==> src/rtl/uart_tx_if.sv <==
// Byte handshake between the interconnect fabric and the UART transmitter.
// The fabric drives data/valid; the transmitter drives ready.
interface uart_tx_if;
    logic [7:0] uart_data_in;
    logic       uart_data_av;
    logic       uart_ready;

    modport master (
        output uart_data_in,
        output uart_data_av,
        input  uart_ready
    );

    modport slave (
        input  uart_data_in,
        input  uart_data_av,
        output uart_ready
    );
endinterface

==> src/rtl/uart_tx.sv <==
// UART transmitter: 8N1 serial frame, LSB first, registered tx/ready.
// Define UART_TX_PARITY_EN to insert an even-parity bit (8E1 frame).
module uart_tx #(
    parameter int CLKS_PER_BIT = 434,
    parameter int CNT_WIDTH    = $clog2(CLKS_PER_BIT)
) (
    input  logic      clk,
    input  logic      rst,
    uart_tx_if.slave  bus,
    output logic      tx
);

`ifdef UART_TX_PARITY_EN
    typedef enum logic [2:0] {
        S_IDLE   = 3'd0,
        S_START  = 3'd1,
        S_DATA   = 3'd2,
        S_STOP   = 3'd3,
        S_PARITY = 3'd4
    } state_t;
`else
    typedef enum logic [2:0] {
        S_IDLE  = 3'd0,
        S_START = 3'd1,
        S_DATA  = 3'd2,
        S_STOP  = 3'd3
    } state_t;
`endif

    localparam logic [CNT_WIDTH-1:0] TERM = CNT_WIDTH'(CLKS_PER_BIT - 1);

    state_t               r_state;
    state_t               w_state_n;
    logic [CNT_WIDTH-1:0] r_cnt;
    logic [CNT_WIDTH-1:0] w_cnt_n;
    logic [2:0]           r_idx;
    logic [2:0]           w_idx_n;
    logic [7:0]           r_shift;
    logic [7:0]           w_shift_n;
    logic                 r_tx;
    logic                 w_tx_n;
    logic                 r_ready;
    logic                 w_ready_n;
    logic                 w_term;
`ifdef UART_TX_PARITY_EN
    logic                 r_par;
    logic                 w_par_n;
`endif

    assign w_term         = (r_cnt == TERM);
    assign tx             = r_tx;
    assign bus.uart_ready = r_ready;

    // State and datapath registers; reset abandons any frame in flight.
    always_ff @(posedge clk or negedge rst) begin
        if (!rst) begin
            r_state <= S_IDLE;
            r_cnt   <= '0;
            r_idx   <= '0;
            r_shift <= '0;
            r_tx    <= 1'b1;
            r_ready <= 1'b1;
`ifdef UART_TX_PARITY_EN
            r_par   <= 1'b0;
`endif
        end else begin
            r_state <= w_state_n;
            r_cnt   <= w_cnt_n;
            r_idx   <= w_idx_n;
            r_shift <= w_shift_n;
            r_tx    <= w_tx_n;
            r_ready <= w_ready_n;
`ifdef UART_TX_PARITY_EN
            r_par   <= w_par_n;
`endif
        end
    end

    // Next-state logic; tx/ready are computed one edge ahead so they stay registered.
    always_comb begin
        w_state_n = r_state;
        w_cnt_n   = r_cnt + CNT_WIDTH'(1);
        w_idx_n   = r_idx;
        w_shift_n = r_shift;
        w_tx_n    = r_tx;
        w_ready_n = r_ready;
`ifdef UART_TX_PARITY_EN
        w_par_n   = r_par;
`endif
        case (r_state)
            S_IDLE: begin
                w_cnt_n   = '0;
                w_idx_n   = '0;
                w_tx_n    = 1'b1;
                w_ready_n = 1'b1;
                if (bus.uart_data_av) begin
                    w_shift_n = bus.uart_data_in;
                    w_state_n = S_START;
                    w_tx_n    = 1'b0;
                    w_ready_n = 1'b0;
`ifdef UART_TX_PARITY_EN
                    w_par_n   = ^bus.uart_data_in;
`endif
                end
            end
            S_START: begin
                if (w_term) begin
                    w_cnt_n   = '0;
                    w_state_n = S_DATA;
                    w_tx_n    = r_shift[0];
                end
            end
            S_DATA: begin
                if (w_term) begin
                    w_cnt_n   = '0;
                    w_shift_n = {1'b0, r_shift[7:1]};
                    w_idx_n   = r_idx + 3'd1;
                    if (r_idx == 3'd7) begin
`ifdef UART_TX_PARITY_EN
                        w_state_n = S_PARITY;
                        w_tx_n    = r_par;
`else
                        w_state_n = S_STOP;
                        w_tx_n    = 1'b1;
`endif
                    end else begin
                        w_tx_n = r_shift[1];
                    end
                end
            end
`ifdef UART_TX_PARITY_EN
            S_PARITY: begin
                if (w_term) begin
                    w_cnt_n   = '0;
                    w_state_n = S_STOP;
                    w_tx_n    = 1'b1;
                end
            end
`endif
            S_STOP: begin
                if (w_term) begin
                    w_cnt_n   = '0;
                    w_state_n = S_IDLE;
                    w_tx_n    = 1'b1;
                    w_ready_n = 1'b1;
                end
            end
            default: begin
                w_state_n = S_IDLE;
                w_cnt_n   = '0;
                w_idx_n   = '0;
                w_tx_n    = 1'b1;
                w_ready_n = 1'b1;
            end
        endcase
    end

endmodule

==> src/flat_wrapper.sv <==
// flat-port wrapper written by rule: the top's interface ports become plain ports
module uart_tx_flat 
#(
    parameter int CLKS_PER_BIT = 434,
    parameter int CNT_WIDTH    = $clog2(CLKS_PER_BIT)
)
  (clk, rst, tx, bus_uart_data_in, bus_uart_data_av, bus_uart_ready);
  uart_tx_if bus_i ();
  input  logic clk;
  input  logic rst;
  output logic tx;
  input wire logic [$bits(bus_i.uart_data_in)-1:0] bus_uart_data_in;
  input wire logic [$bits(bus_i.uart_data_av)-1:0] bus_uart_data_av;
  output wire logic [$bits(bus_i.uart_ready)-1:0] bus_uart_ready;
  assign bus_i.uart_data_in = bus_uart_data_in;
  assign bus_i.uart_data_av = bus_uart_data_av;
  assign bus_uart_ready = bus_i.uart_ready;
  uart_tx #(.CLKS_PER_BIT(CLKS_PER_BIT), .CNT_WIDTH(CNT_WIDTH)) u_core (.clk(clk), .rst(rst), .bus(bus_i), .tx(tx));
endmodule
==> config.mk <==
export PLATFORM = sky130hd
export DESIGN_NAME = uart_tx_flat
export DESIGN_NICKNAME = d
export VERILOG_FILES = /design/src/rtl/uart_tx_if.sv /design/src/rtl/uart_tx.sv /design/src/flat_wrapper.sv
export SDC_FILE = /design/constraint.sdc
export NUM_CORES = 1
export LEC_CHECK = 0
export BUFFER_PORTS_ARGS = -buffer_cell sky130_fd_sc_hd__buf_2
export CAP_MARGIN = 15
export CORE_MARGIN = 1.5
export CORE_UTILIZATION = 57
export CTS_CLUSTER_DIAMETER = 40
export DETAILED_ROUTE_END_ITERATION = 7
export GPL_TIMING_DRIVEN = 0
export HOLD_SLACK_MARGIN = 0.12
export PLACE_DENSITY = 0.8
export SYNTH_ARGS = -nofsm -noshare
export SYNTH_HDL_FRONTEND = slang
export SYNTH_SLANG_ARGS = --single-unit
export TNS_END_PERCENT = 20
==> constraint.sdc <==
create_clock -name clk -period 2.05 [get_ports clk]
set_input_delay 0.41 -clock clk [delete_from_list [all_inputs] [get_ports clk]]
set_output_delay 0.41 -clock clk [all_outputs]
set_load 0.01 [all_outputs]
==> qor.yml <==
outcome: "finished, final reports clean"
leakage_uw: 0.0006368
io-pin-count: 13
finalHoldViolCount: 0
clock_path_buffers: 2
synth_nets: 150
synth_top_family_by_area: "compound AO/OA/AOI/OAI gates"
die_area_um2: 2632
max_freq_mhz: 551.8
dr.pass1.iters: 5
clock_latency_ns: 0.31
async_flop_share: 1.000
netlist_area_um2: 1330
setup.worst_path.class: "reg -> reg"
ys_ff_latch: 24
port_buffers: 12
synth_fa_ha_area_frac: 0.07526
grt_pass1_wl_um: 4526
antenna_found_initial: 0
combPwrFrac: 0.032
dp_hpwl_um: 1791
peakVddDrop_mv: 0.4025
postCtsSetupBuffers: 0
grt_pass1_vias: 1044
seq_power_share: 0.680
final_antenna_net_count: 0
synth_top_area_frac: 0.4139
ys_types: 42
root_buffer: "clkbuf_4"
start_util: 0.6012
grt_setup_unrepaired: "no"
min_period_ns: 1.812
track_usage: 0.2318
setup_slack_ns: 0.2377
p_int_uw: 553.5
startpoint_type: "flop"
area_growth_pct: 9.596
tightest_slew_ns: 0.5171
synth_compound_area_frac: 0.1825
maxCapViolations: 0
ys_seq_area_frac: 0.4534
drc: 0
wirelength_um: 2485
hold_slack_ns: 0.3614
cts_resized: 0
gp_congestion: 0.7729
cts.clk_slew.worst_paths_ns: 0.12
grt_max_degree: 25
yosysWarnings: 0
cp_max_fo: 8
p_switching_uw: 145.9
finalSetupTns_ns: 0
drt-initial-drc-count: 30
coreArea_um2: 2212
slew_headroom: 0.6553
power_density_nw_per_um2: 479.8
tritoncts: "done"
fillers: 198
slew_viol_final: 0
cp.required_ns: 2.30
worstPathArrival_ns: 2.06
synth.area.mux_share: 0.02446
dieHeight_um: 51.31
final_core_util: 0.6589
postSynthAreaPerCell_um2: 10.15
synth_flop_cell: "dfrtp_1"
nets: 168
diodes: 0
clock_skew_ns: 0.002216
wl_per_cell_um: 14.20
finalSetupViolations: 0
p_clk_frac: 0.288
switching_share: 0.2086
synthSimpleGateAreaFrac: 0.1797
vias_per_cell: 5.920
synth_area_leaders: "dfrtp_1 (41%), ha_1 (7.5%), o22ai_1 (6.1%)"
synth_top_area_cell: "dfrtp_1"
synth_edf_count: 0
overflow: 0
drive_above_1_share: 0.1973
cts_buffers: 3
synth-xor-area-share: 0.04610
die_x_um: 51.31
fin_crit_sh: 0.8841
cts_sinks: 24
hold_path_class: "in -> reg"
postSynthCellCount: 131
cts_max_level: 1
place_ws_ns: 0.2488
critPathCaptureType: "flop"
num_vias: 1036
rows: 17
## stage by stage
stage          cells  instance area, um2  total power (uW)
2_1_floorplan    131                1330             487.2
3_3_place_gp     171                1425             505.7
3_5_place_dp     171                1425             506.4
4_1_cts          175                1458             707.8
5_1_grt          175                1458             727.7
6_report         175                1458             699.4
## registers in the layout, indices dropped and copies added, names as in the netlist
name / cells
u_core.r_shift: 8
u_core.r_cnt: 9
u_core.bus.uart_ready: 1
u_core.r_idx: 3
u_core.tx: 1
u_core.r_state: 2
## Yosys cell counts (2+ instances only)
cell,count
nand3_1,5
dfstp_2,2
dfrtp_1,22
xnor2_1,5
o21ai_1,4
o22ai_1,13
xor2_1,2
a21oi_1,9
ha_1,8
buf_2,2
inv_1,7
nand2b_1,2
nand2_1,6
nor3_1,2
nor2_1,14
a22oi_1,2
## cell families after synthesis
logic type | after synthesis
buffers and inverters | 11
DFF | 24
and+or+nand+nor | 40
xor gates and xnor gates | 7
adders and majority gates | 8
muxes | 3
AOI/OAI and AO/OA | 38
## worst paths after layout
path / from / endpoint / slack [ns] / cells past startpoint
max: u_core.r_state[0] / u_core.r_shift[3] / 0.24 / 6
min: bus_uart_data_in[5] / u_core.r_shift[5] / 0.36 / 3
max reg2reg: u_core.r_state[0] / u_core.r_shift[3] / 0.24 / 6
min reg2reg: u_core.r_cnt[0] / u_core.r_cnt[0] / 0.52 / 1
max in group asynchronous: rst / u_core.tx / 1.09 / 2
min in group asynchronous: rst / u_core.r_state[0] / 0.58 / 2
## power groups by stage
stage               Clock (uW)  Sequential, uW  Combinational (uW)
global placement             0             484                21.4
finish                     201             476                22.7
global route               225             476                26.6
detailed placement           0             484                22.0
floorplan                    0             484                3.09
CTS                        209             476                23.5
## metal layers
metal | global-route usage | up-vias | wire length (um)
li1 | - | 514 | -
met4 | 0.1053 | 0 | 44
met1 | 0.3205 | 492 | 1200
met5 | 0 | - | 0
met2 | 0.3615 | 25 | 1156
met3 | 0.03509 | 5 | 84
## critical path, cell delays in order, from the launching register on
cell,delay (ns)
dfrtp_1,0.42
inv_1,0.12
ha_1,0.27
mux2_2,0.45
nand2_1,0.24
o22ai_1,0.12
a21oi_1,0.13
## layout by cell type, fill, tap and decap left out, drive strengths merged
cell          n
nand3         6
nand4b        1
a22oi         2
nand4bb       1
o2111ai       1
o31a          1
a31oi         1
and4b         1
o21ai         5
nand2         7
a21oi        10
buf          15
dlygate4sd3   1
mux2i         1
nand4         1
ha            8
dfrtp        22
and3          1
a32oi         1
nor2         15
o22ai        13
or2           1
clkbuf        4
xnor2         5
o21a          1
inv           7
mux2          2
o22a          1
a22o          1
and4bb        1
nand2b        2
dfstp         2
nor3          3
a32o          1
xor2          2
## layout make-up
| cell class | instances | area (um2) | share of cell area |
|---|---|---|---|
| flip-flops and latches | 24 | 603.1 | 0.4137 |
| repair buffers | 13 | 70.07 | 0.04807 |
| clock buffers | 3 | 22.52 | 0.01545 |
| plain buffers | 4 | 25.02 | 0.01717 |
| inverters | 7 | 26.28 | 0.01803 |
| multi-input cells | 96 | 675.6 | 0.4635 |
| well taps | 28 | 35.03 | 0.02403 |
## repair_timing
action | 4_1_cts | 5_1_grt
hold buffers | 1 | 0
hold endpoints to repair | 22 | 0
endpoints found under the setup margin | 0 | 0
Power figures use the tool's default switching activity.
